**src/rtl/aggregate_pkg.sv**
```systemverilog
// Shared types and sizing helpers for the stream_aggregate packer.
package aggregate_pkg;

  typedef enum logic [1:0] {
    WAIT_GAP = 2'd0,
    IDLE     = 2'd1,
    COLLECT  = 2'd2,
    SKIP     = 2'd3
  } agg_state_e;

  // Width needed to hold a unit count from 0 up to and including n.
  function automatic int cnt_width(input int n);
    return $clog2(n) + 1;
  endfunction

endpackage

```
**src/rtl/agg_out_stage.sv**
```systemverilog
// Output holding register: presents one word until accepted, flags words lost while full.
module agg_out_stage #(
  parameter int DW = 32,
  parameter int CW = 5
) (
  input  logic          clk,
  input  logic          rst,
  input  logic          push_i,
  input  logic [DW-1:0] push_data_i,
  input  logic          push_last_i,
  input  logic [CW-1:0] push_cnt_i,
  input  logic          ready_i,
  output logic          valid_o,
  output logic [DW-1:0] data_o,
  output logic          last_o,
  output logic [CW-1:0] cnt_o,
  output logic          overflow_o
);

  logic          valid_q, valid_d;
  logic [DW-1:0] data_q, data_d;
  logic          last_q, last_d;
  logic [CW-1:0] cnt_q, cnt_d;
  logic          ovf_q, ovf_d;
  logic          accept_s;

  // Next-state: load on push when free or draining, otherwise drop and flag.
  always_comb begin
    accept_s = valid_q && ready_i;
    valid_d  = valid_q;
    data_d   = data_q;
    last_d   = last_q;
    cnt_d    = cnt_q;
    ovf_d    = ovf_q;
    if (push_i) begin
      if (!valid_q || accept_s) begin
        valid_d = 1'b1;
        data_d  = push_data_i;
        last_d  = push_last_i;
        cnt_d   = push_cnt_i;
      end else begin
        ovf_d = 1'b1;
      end
    end else if (accept_s) begin
      valid_d = 1'b0;
    end else begin
      valid_d = valid_q;
    end
  end

  // Output register bank with synchronous reset.
  always_ff @(posedge clk) begin
    if (rst) begin
      valid_q <= 1'b0;
      data_q  <= '0;
      last_q  <= 1'b0;
      cnt_q   <= '0;
      ovf_q   <= 1'b0;
    end else begin
      valid_q <= valid_d;
      data_q  <= data_d;
      last_q  <= last_d;
      cnt_q   <= cnt_d;
      ovf_q   <= ovf_d;
    end
  end

  assign valid_o    = valid_q;
  assign data_o     = data_q;
  assign last_o     = last_q;
  assign cnt_o      = cnt_q;
  assign overflow_o = ovf_q;

endmodule

```
**src/rtl/stream_aggregate.sv**
```systemverilog
// Packs a narrow ingress stream into MSB-first words, marking the last word of each frame.
module stream_aggregate
  import aggregate_pkg::*;
#(
  parameter int IN_WIDTH      = 2,
  parameter int OUT_WIDTH     = 32,
  parameter int FIRST_ONLY    = 0,
  parameter int FLUSH_PARTIAL = 1
) (
  input  logic                                           clk,
  input  logic                                           rst,
  input  logic                                           axiiv,
  input  logic [IN_WIDTH-1:0]                            axiid,
  input  logic                                           axior,
  output logic                                           axiov,
  output logic [OUT_WIDTH-1:0]                           axiod,
  output logic                                           axiolast,
  output logic [cnt_width(OUT_WIDTH/IN_WIDTH)-1:0]       axiocnt,
  output logic                                           overflow
);

  localparam int N  = OUT_WIDTH / IN_WIDTH;
  localparam int CW = cnt_width(N);
  localparam logic [CW-1:0] CNT_LAST = CW'(N - 1);
  localparam logic [CW-1:0] CNT_FULL = CW'(N);
  localparam logic [CW-1:0] CNT_ONE  = CW'(1);

  if ((OUT_WIDTH % IN_WIDTH) != 0) begin : g_width_chk
    $error("stream_aggregate: OUT_WIDTH must be a multiple of IN_WIDTH");
  end
  if (OUT_WIDTH < 2 * IN_WIDTH) begin : g_ratio_chk
    $error("stream_aggregate: OUT_WIDTH must hold at least two input units");
  end

  agg_state_e           state_q, state_d;
  logic [CW-1:0]        cnt_q, cnt_d;
  logic [OUT_WIDTH-1:0] shift_q, shift_d;
  logic [OUT_WIDTH-1:0] pend_q, pend_d;
  logic                 pend_v_q, pend_v_d;

  logic                 take_s, word_done_s;
  logic [OUT_WIDTH-1:0] full_word_s, partial_word_s;
  logic [31:0]          shamt_s;

  logic                 push_s;
  logic [OUT_WIDTH-1:0] push_data_s;
  logic                 push_last_s;
  logic [CW-1:0]        push_cnt_s;

  assign take_s         = ((state_q == IDLE) || (state_q == COLLECT)) && axiiv;
  assign word_done_s    = take_s && (cnt_q == CNT_LAST);
  assign full_word_s    = {shift_q[OUT_WIDTH-IN_WIDTH-1:0], axiid};
  // Left-justify the collected units; stale high bits fall off, low bits zero-fill.
  assign shamt_s        = 32'(IN_WIDTH) * (32'(N) - 32'(cnt_q));
  assign partial_word_s = shift_q << shamt_s;

  // Packing, pending-word release and frame FSM next-state.
  always_comb begin
    state_d     = state_q;
    cnt_d       = cnt_q;
    shift_d     = shift_q;
    pend_d      = pend_q;
    pend_v_d    = 1'b0;
    push_s      = 1'b0;
    push_data_s = '0;
    push_last_s = 1'b0;
    push_cnt_s  = '0;

    if (take_s) begin
      shift_d = full_word_s;
      cnt_d   = word_done_s ? '0 : (cnt_q + CNT_ONE);
    end else begin
      shift_d = shift_q;
    end

    if (FIRST_ONLY == 0) begin
      if (word_done_s) begin
        pend_d   = full_word_s;
        pend_v_d = 1'b1;
      end else begin
        pend_d = pend_q;
      end
      // A full word waits one cycle so the following input can tell us whether it ends the frame.
      if (pend_v_q) begin
        push_s      = 1'b1;
        push_data_s = pend_q;
        push_last_s = !axiiv;
        push_cnt_s  = CNT_FULL;
      end else if ((state_q == COLLECT) && !axiiv && (cnt_q != '0) && (FLUSH_PARTIAL != 0)) begin
        push_s      = 1'b1;
        push_data_s = partial_word_s;
        push_last_s = 1'b1;
        push_cnt_s  = cnt_q;
      end else begin
        push_s = 1'b0;
      end
    end else begin
      if (word_done_s) begin
        push_s      = 1'b1;
        push_data_s = full_word_s;
        push_last_s = 1'b0;
        push_cnt_s  = CNT_FULL;
      end else begin
        push_s = 1'b0;
      end
    end

    case (state_q)
      WAIT_GAP: begin
        if (!axiiv) state_d = IDLE;
        else        state_d = WAIT_GAP;
      end
      IDLE: begin
        if (axiiv) state_d = COLLECT;
        else       state_d = IDLE;
      end
      COLLECT: begin
        if (!axiiv) begin
          state_d = IDLE;
          cnt_d   = '0;
        end else if ((FIRST_ONLY != 0) && word_done_s) begin
          state_d = SKIP;
        end else begin
          state_d = COLLECT;
        end
      end
      SKIP: begin
        if (!axiiv) state_d = IDLE;
        else        state_d = SKIP;
      end
      default: begin
        state_d = WAIT_GAP;
        cnt_d   = '0;
      end
    endcase
  end

  // Packer state registers; reset discards any frame and pending word in flight.
  always_ff @(posedge clk) begin
    if (rst) begin
      state_q  <= WAIT_GAP;
      cnt_q    <= '0;
      shift_q  <= '0;
      pend_q   <= '0;
      pend_v_q <= 1'b0;
    end else begin
      state_q  <= state_d;
      cnt_q    <= cnt_d;
      shift_q  <= shift_d;
      pend_q   <= pend_d;
      pend_v_q <= pend_v_d;
    end
  end

  agg_out_stage #(
    .DW (OUT_WIDTH),
    .CW (CW)
  ) u_out (
    .clk         (clk),
    .rst         (rst),
    .push_i      (push_s),
    .push_data_i (push_data_s),
    .push_last_i (push_last_s),
    .push_cnt_i  (push_cnt_s),
    .ready_i     (axior),
    .valid_o     (axiov),
    .data_o      (axiod),
    .last_o      (axiolast),
    .cnt_o       (axiocnt),
    .overflow_o  (overflow)
  );

endmodule
```
**config.mk**
```make
export PLATFORM = sky130hd
export DESIGN_NAME = stream_aggregate
export DESIGN_NICKNAME = d
export VERILOG_FILES = /design/src/rtl/aggregate_pkg.sv /design/src/rtl/agg_out_stage.sv /design/src/rtl/stream_aggregate.sv
export SDC_FILE = /design/constraint.sdc
export NUM_CORES = 1
export LEC_CHECK = 0
export ABC_AREA = 1
export CORE_MARGIN = 2
export CORE_UTILIZATION = 45
export CTS_BUF_LIST = sky130_fd_sc_hd__clkbuf_4
export DETAILED_ROUTE_END_ITERATION = 8
export GPL_TIMING_DRIVEN = 0
export HOLD_SLACK_MARGIN = 0.1
export PLACE_DENSITY = 0.67
export SKIP_CTS_REPAIR_TIMING = 1
export SLEW_MARGIN = 40
export SYNTH_ARGS = -nofsm -noshare
export SYNTH_HDL_FRONTEND = slang
export SYNTH_SLANG_ARGS = --single-unit
```
**constraint.sdc**
```tcl
create_clock -name clk -period 2.4 [get_ports clk]
set_clock_uncertainty 0.15 [all_clocks]
set_input_delay 0.48 -clock clk [delete_from_list [all_inputs] [get_ports clk]]
set_output_delay 0.48 -clock clk [all_outputs]
set_load 0.005 [all_outputs]
```
# Word level (Yosys, flattened, before mapping)
# Cells that the tools add are included.
word_totals:
  output_inout_bits: 40
  input_bits: 6
  register_bits: 112
  latchBits: 0
  ramBits: 0
  mem_count: 0
  mem_bits_ro: 0
  wordCells: 54
classes:
  bitwise: 1
  n_lt_le_gt_ge: 0
  reduce_logical: 16
  n_mux: 19
  multipliers: 0
  eq_ne: 5
  div_mod_pow: 0
  shifts: 1
  n_addsub: 2
ops:
  columns: ["operator", "count"]
  rows:
  - ["32-bit two-way mux", 2]
  - ["32-bit by 32-bit << shifter with 32-bit output", 1]
  - ["5-bit two-way mux", 6]
  - ["1-bit two-way mux", 8]
  - ["2-bit one-hot mux with 3 select lines", 1]
  - ["2-bit AND reduction", 3]
  - ["5-bit by 5-bit subtractor with 6-bit output (first input constant)", 1]
  - ["5-bit by 1-bit adder with 5-bit output (second input constant)", 1]
  - ["5-bit by 4-bit equality test with 1-bit output (second input constant)", 1]
  - ["1-bit logical AND", 5]
  - ["5-bit nonzero test", 1]
  - ["2-bit equality test (second input constant)", 2]
  - ["2-bit two-way mux", 2]
  - ["2-bit by 1-bit equality test with 1-bit output (second input constant)", 1]
  - ["1-bit logical NOT", 2]
  - ["2-bit logical NOT", 1]
  - ["1-bit logical OR", 2]
  - ["2-bit by 1-bit != test with 1-bit output (second input constant)", 1]
  - ["2-bit nonzero test", 1]
  - ["2-bit OR reduction", 1]
  - ["1-bit NOT", 1]

# Logic depth before layout (Yosys ltp)
# Gate-level depths: netlist (run 1).
logic_depth:
  ltp_word: 8
  depth_mapped: 14
  ltp_nobuf: 13

# Hierarchy
# From an unflattened synthesis (run 1), not the netlist that was laid out.
unflattened:
  cells_unflattened: 953
  area_unflattened_um2: 6319.8
by_module_without_submodules:
  columns: ["mod", "n_inst", "seq_area_each_um2", "area_each_um2", "cells_each"]
  rows:
  - ["stream_aggregate", 1, 1441.4, 4405.5, 694]
  - ["agg_out_stage", 1, 800.8, 1914.3, 259]

# Least setup slack after synthesis (run 1)
# Ideal clock, no wire load.
synth_timing:
  path_type: "register to register"
  from: "register cnt_q[0]"
  to: "register u_out.data_q[29], in the netlist u_out.data_o[29]"
  arrival_ps: 2181
  period_less_slack_ps: 2455
  setup_slack_ps: -55
  n_path_buf: 2
  path_stages_with_launch: 12
  setup_ps: 123
  required_ps: 2127
  path_cell_list: "dfxtp_1 inv_2 clkbuf_1 ha_1 nor3b_1 ha_1 nand3b_2 a21oi_2 inv_2 clkbuf_1 a21oi_1 a31oi_1"
synth_between:
  elab_chain_cells: 5
  elab_cells_between_ends: 9
  cone_classes: "1 x add/sub; 1 x shift; 4 x mux; 3 x reduce/logical"
synth_rtl:
  columns: ["item", "line_no", "text"]
  rows:
  - ["start, declared", "stream_aggregate.sv:36", "logic [CW-1:0] cnt_q, cnt_d;"]
  - ["start signal, assigned", "stream_aggregate.sv:148", "cnt_q <= cnt_d;"]
  - ["parallel branches: the longest is 5 deep, another holds 5-bit by 5-bit subtractor with 6-bit output", null, null]
  - ["end signal, assigned", "agg_out_stage.sv:61", "data_q <= data_d;"]
  - ["end, declared", "agg_out_stage.sv:21", "logic [DW-1:0] data_q, data_d;"]
# Several ways; the timed one is not identified.
# A chain may end at the register's enable or synchronous reset.

# Worst setup path in the final report (run 1)
layout_timing:
  from: "register cnt_q[1]"
  to: "register u_out.data_q[1], in the netlist u_out.data_o[1]"
# Same word-level chain as after synthesis.

==> metrics.txt, run 1 <==
status=finished, violations left; failing checks=negative setup slack; fillers=1,201; input/output buffers=45; Final Util=57.2%; global-route usage over all layers=between 30% and 40%; startpoint types=register; Setup violations, final=13; critical path class=reg -> reg; maximum vdd drop=439 µV; RSZ-0062 raised after global routing=yes; area of the multi-input gates=0.00315 mm²; gr ovfl total=0; die area=0.0134 mm²; Synth Instances=817; CTS tree=yes; Post-Place Setup Slack=-0.782 ns; H-tree levels=3; routability cong.=0.959; Syn. warnings=0; Period minus WS final=around 2.5 ns; leakage=2.87 nW; clock buffer count from CTS=9; DIE WIDTH=between 100 and 150 µm; share of layout cells above drive strength 1=15.7%; final worst setup slack=-0.0760 ns; I/O pins=46; Max Cap Viol=0; Initial Utilization=between 40% and 50%; Reg clk slew, reported paths=between 0.15 and 0.2 ns; Unique masters post-synth=38; Core Area=0.0121 mm²; WP data required=2.69 ns; clock sinks=112; initial antenna violation count=0; Mapped Area=0.00561 mm²; Worst Path Arrival=2.76 ns; worst slew pin tran=0.650 ns; post-layout net count=912; height of the die=116 µm; syn_area_per_cell=6.87 µm²; CTS max path bufs=2; Clock Latency Late Sink=approximately 0.51 ns; number of synthesized register bits=112; crit end category=register; Fmax achieved=404 MHz; n_diodes=0; area grow syn2layout=23.4%; largest net degree at the start of global routing=21; Starting DRT DRC Count=566; smallest hold slack=0.331 ns; final worst-path cycle share=103%; Vias/cell=5.80; Pre-antenna DRT Iters=5; first-pass GRT wire length=32.9 mm; final hold vios=0; ANT nets after route=0; pwr/cell area=518 mW/mm²; Synthesized Nets=829; clk root buf=clkbuf_4; storage element area=~0.0023 mm²; drt total wl=22.4 mm; floorplan row count=40; Worst Hold Class=reg -> reg; DRC viols=0; max-slew violation count=0; sequential-to-total area share from yosys stat=39.9%; Max-slew headroom=between 50% and 60%; DP Wirelength=16.5 mm; vias in the first global route=about 5,700; CP max FO=8; drt wl/cell=20.9 µm; Via Count=just over 6,000
==> area by class of cell <==
type,instances,area share [%]
Multi-Input combinational cell,617,45.4
Sequential cell,112,32.5
Timing Repair Buffer,73,10.1
Buffer,59,4.46
Tap cell,168,3.04
Inverter,27,2.08
Clock inverter,7,1.25
Clock buffer,9,0.976
Timing Repair inverter,1,0.163
==> critical path, stage by stage, from the launching register on <==
cell	delay (ns)
dfxtp_4	0.44
inv_4	0.05
ha_4	0.15
nor3b_4	0.14
ha_2	0.19
nand3b_4	0.17
or2_4	0.29
nor2_8	0.17
nand2_8	0.11
clkinv_8	0.08
buf_8	0.11
buf_4	0.13
nand2_2	0.07
a21oi_2	0.15
==> cells by family (layout without fill, tap and decap cells) <==
group,after synthesis,in the layout,share of synthesized area [%]
buf+inv,88,176,7.09
simple gates,397,397,31.8
compound gates,211,211,19.3
xor+xnor,3,3,0.602
flops,112,112,39.9
fa+ha+maj,6,6,1.34
==> where the power goes <==
group	internal, W	total, W	switching [W]
registers	0.00189	0.00196	0.0000662
logic	0.000185	0.000607	0.000422
clock network	0.000339	0.00102	0.000684
==> sequential cells by signal (all words and copies together) (netlist names) <==
signal and count:
u_out.last_o 1, pend_q 32, u_out.cnt_o 5, cnt_q 5
u_out.overflow_o 1, shift_q 32, pend_v_q 1, u_out.valid_o 1
state_q 2, u_out.data_o 32
==> stage by stage <==
stage / TNS [ns] / total power (W) / instance area (µm²) / std cells
5_1_grt: -2.04 / 0.00372 / 6930 / 1073
4_1_cts: -26.61 / 0.00355 / 6440 / 1046
3_3_place_gp: -37.33 / 0.00255 / 6280 / 1030
3_5_place_dp: -39.97 / 0.00255 / 6280 / 1030
2_1_floorplan: 0 / 0.00234 / 5620 / 817
6_report: -0.460 / 0.00359 / 6930 / 1073
==> cells in the final DEF (no fill, tap or decap), types with 4 or more instances in the layout <==
| master | n |
|---|---|
| clkbuf_1 | 17 |
| nand2_2 | 4 |
| a31oi_1 | 6 |
| nor2_2 | 5 |
| buf_4 | 25 |
| nand2_1 | 111 |
| nand3_2 | 10 |
| o21ai_0 | 107 |
| a21oi_2 | 10 |
| dfxtp_1 | 109 |
| inv_1 | 17 |
| buf_2 | 18 |
| clkdlybuf4s50_1 | 45 |
| clkbuf_4 | 11 |
| nand4_1 | 8 |
| clkbuf_2 | 10 |
| buf_1 | 6 |
| nand3_1 | 112 |
| buf_6 | 6 |
| a21oi_1 | 77 |
| clkinv_4 | 4 |
| nor2_1 | 132 |
| ha_1 | 4 |
==> path summary, 6_finish.rpt <==
check	start	to	slack [ns]	cells past startpoint
worst min-delay path	u_out.cnt_o[0]	u_out.cnt_o[0]	0.33	2
worst min register to register	u_out.cnt_o[0]	u_out.cnt_o[0]	0.33	2
worst max register to register	cnt_q[1]	u_out.data_o[1]	-0.08	13
worst max-delay path	cnt_q[1]	u_out.data_o[1]	-0.08	13
==> routing by layer <==
layer,GRT usage [%],vias up,wire length [µm]
li1,-,2928,-
met5,0,-,0
met2,53.3,292,9970
met4,19.0,0,1270
met3,4.50,72,1610
met1,44.2,2930,9520
==> synthesized netlist by cell type <==
cell type,number,area (µm²)
nor2_1,136,510
nand3_1,117,586
nand2_1,115,432
dfxtp_1,112,2240
o21ai_0,107,536
a21oi_1,87,435
clkbuf_1,31,116
inv_1,18,67.6
buf_2,17,85.1
nand4_1,8,50.1
a31oi_1,7,43.8
buf_1,7,26.3
inv_2,7,26.3
nand3_2,7,70.1
ha_1,6,75.1
buf_6,5,56.3
o21ai_1,4,20.0
a211oi_1,2,15.0
inv_4,2,12.5
nand2_4,2,22.5
nor2_4,2,22.5
xor2_1,2,17.5
a21oi_2,1,8.76
and2_0,1,6.26
and2_1,1,6.26
buf_4,1,7.51
nand2_2,1,6.26
nand3b_2,1,11.3
nand4_2,1,12.5
nor2_2,1,6.26
nor2_8,1,20.0
nor3_1,1,5.00
nor3b_1,1,7.51
o211ai_1,1,7.51
o21ai_2,1,8.76
o22ai_1,1,6.26
or2_4,1,8.76
xnor2_2,1,16.3
Note: power is estimated with default switching activity, not from simulation.
==> inputs of run 2 (changes only) <==
--- a/config.mk
+++ b/config.mk
@@ -6,13 +6,13 @@
 export NUM_CORES = 1
 export LEC_CHECK = 0
 export ABC_AREA = 1
-export CORE_MARGIN = 2
-export CORE_UTILIZATION = 45
+export CORE_MARGIN = 4
+export CORE_UTILIZATION = 32
 export CTS_BUF_LIST = sky130_fd_sc_hd__clkbuf_4
 export DETAILED_ROUTE_END_ITERATION = 8
 export GPL_TIMING_DRIVEN = 0
 export HOLD_SLACK_MARGIN = 0.1
-export PLACE_DENSITY = 0.67
+export PLACE_DENSITY = 0.51
 export SKIP_CTS_REPAIR_TIMING = 1
 export SLEW_MARGIN = 40
 export SYNTH_ARGS = -nofsm -noshare
==> run 2 against run 1 <==
Compared with the run above: the flow still finishes with violations (negative setup slack); clock power down 5%; global-route usage shrank 12 points; highest routed layer unchanged; die area up 47%; worst hold slack got worse by 0.0068 ns; power decreased by 1.8%; critical endpoint is now u_out.data_o[5]; wire length decreased by 1.9%; core utilization shrank 17 points; flip-flop and latch count unchanged; sequential share of layout area up 0.14 points; maximum frequency up 0.42%; cell count grew 4.5%; register-to-register slack barely moved.
==> metrics.txt, run 2 (synthesis gave the netlist of run 1 again) <==
final hold vios=0 (unchanged); routability cong.=0.967 (+0.83%); max-slew violation count=0 (unchanged); Starting DRT DRC Count=692 (+22%); Post-Place Setup Slack=-0.702 ns (+0.0804 ns); maximum vdd drop=338 µV (-23%); Setup violations, final=2 (-11); first-pass GRT wire length=33.3 mm (+1.4%); failing checks=negative setup slack; Period minus WS final=2.47 ns (-0.0103 ns); Hold Path Stages=2 (unchanged); Fmax achieved=406 MHz (+0.42%); Area after DPL=0.00636 mm² (+1.1%); Pre-antenna DRT Iters=6 (+1); most frequent cells in the layout=nor2_1, nand3_1, nand2_1, dfxtp_1, o21ai_0; commonest non-fill, non-tap cell in the layout=nor2_1; gr ovfl total=0 (unchanged); I/O pins=46 (unchanged); clock buffer count from CTS=9 (unchanged); drt wl/cell=19.6 µm (-6.1%); startpoint types=register; Core Area=0.0172 mm² (+42%); initial antenna violation count=0 (unchanged); post-layout net count=902 (-1.1%); total chip power=0.00352 W (-1.8%); RSZ-0062 raised after global routing=yes; ANT nets after route=0 (unchanged); WP data required=2.69 ns (about the same); Hold Path Sink=u_out.cnt_o[1]; input/output buffers=45 (unchanged); reg2reg setup slack=-0.07 ns (about the same); CP max FO=8 (unchanged); Max Cap Viol=0 (unchanged); die area=0.0197 mm² (+47%); largest net degree at the start of global routing=17 (-19%); height of the die=140 µm (+21%); clock sinks=112 (unchanged); critical hold path startpoint=u_out.cnt_o[1]; final worst setup slack=-0.0656 ns (+0.0103 ns); RR Endpoint=u_out.data_o[5]; DRC viols=0 (unchanged); crit end category=register; share of layout cells above drive strength 1=14.1% (-1.6 points); Reg2Reg Depth=12 (-1); critical path class=reg -> reg; global-route usage over all layers=22.0% (-12 points); floorplan row count=48 (+20%); vias in the first global route=5,525 (-3.6%); Worst Path Arrival=2.76 ns (about the same); CTS max path bufs=2 (unchanged); Worst Hold Class=reg -> reg; DIE WIDTH=140 µm (+21%); clk root buf=clkbuf_4; Reg clk slew, reported paths=0.16 ns (-0.02 ns); leakage=2.85 nW (-0.94%); worst r2r src=cnt_q[0]; Clock Latency Late Sink=0.49 ns (-0.02 ns); H-tree levels=3 (unchanged); worst slew pin tran=0.664 ns (+0.0143 ns); status=finished, violations left; DP Wirelength=16.3 mm (-1.2%); pwr/cell area=511 mW/mm² (-1.4%); Vias/cell=5.27 (-9.2%); drt total wl=22.0 mm (-1.9%); final instance area=0.00690 mm² (-0.42%); Max-slew headroom=55.7% (-0.96 points); Via Count=5,904 (-5.1%); Initial Utilization=32.6% (-14 points); CTS tree=yes; final worst-path cycle share=103% (-0.43 points); area grow syn2layout=22.9%
-- run 2: cell count changes in the layout (fill, tap and decap cells not counted), sizes merged --
cell,change
inv,-3
buf,-4
clkbuf,-2
diode,+1
clkinv,-1
-- run 2: per-layer routing --
metal | vias up | routed length, µm | GRT usage (%)
met5 | - | 0 | 0
met2 | 206 | 9460 | 32.3
li1 | 2906 | - | -
met1 | 2751 | 10300 | 31.5
met4 | 0 | 768 | 8.36
met3 | 41 | 1380 | 4.71
-- run 2: cell type report --
| cell class | instances | area [µm²] |
|---|---|---|
| antenna | 1 | 2.50 |
| buffer | 59 | 308 |
| clock buffer | 12 | 90.1 |
| clock inverter | 4 | 45.0 |
| fill | 1858 | 10300 |
| inverter | 27 | 136 |
| multi-input combinational | 617 | 3140 |
| sequential | 112 | 2250 |
| tap | 225 | 282 |
| timing repair buffer | 64 | 643 |
-- run 2: stage by stage --
| step | TNS (ns) | std cells | hold slack (ns) | utilization [%] |
|---|---|---|---|---|
| 3_5_place_dp | -37.97 | 1087 | 0.308 | 36.9 |
| 6_report | -0.0923 | 1121 | 0.324 | 40.0 |
| 3_3_place_gp | -36.36 | 1087 | 0.303 | 36.9 |
| 2_1_floorplan | 0 | 817 | 0.305 | - |
| 5_1_grt | -0.631 | 1120 | 0.352 | 40.0 |
| 4_1_cts | -23.78 | 1103 | 0.330 | 37.7 |
-- run 2: how the worst max path moves through the flow --
| stage | end | startpoint |
|---|---|---|
| after floorplan | u_out.data_o[4] | cnt_q[0] |
| after global placement | u_out.data_o[27] | cnt_q[0] |
| after detailed placement | u_out.data_o[1] | cnt_q[0] |
| after CTS | u_out.data_o[1] | cnt_q[0] |
| after global routing | u_out.data_o[5] | cnt_q[0] |
| final | u_out.data_o[5] | cnt_q[0] |
-- run 2: where the power goes --
part | switching [W] | leakage, nW | internal (W)
clock network | 0.000623 | 0.0726 | 0.000347
logic | 0.000416 | 1.87 | 0.000182
registers | 0.0000632 | 0.908 | 0.00189
-- run 2: critical path: stages (launching register included) --
cell and delay, ns:
dfxtp_4 0.42, clkinv_8 0.06, ha_4 0.15, nor3b_4 0.14, ha_2 0.18, nand3b_4 0.17, or2_4 0.29, nor2_8 0.16
nand2_8 0.10, clkinv_8 0.09, buf_8 0.12, nand4_1 0.19, a21oi_2 0.19
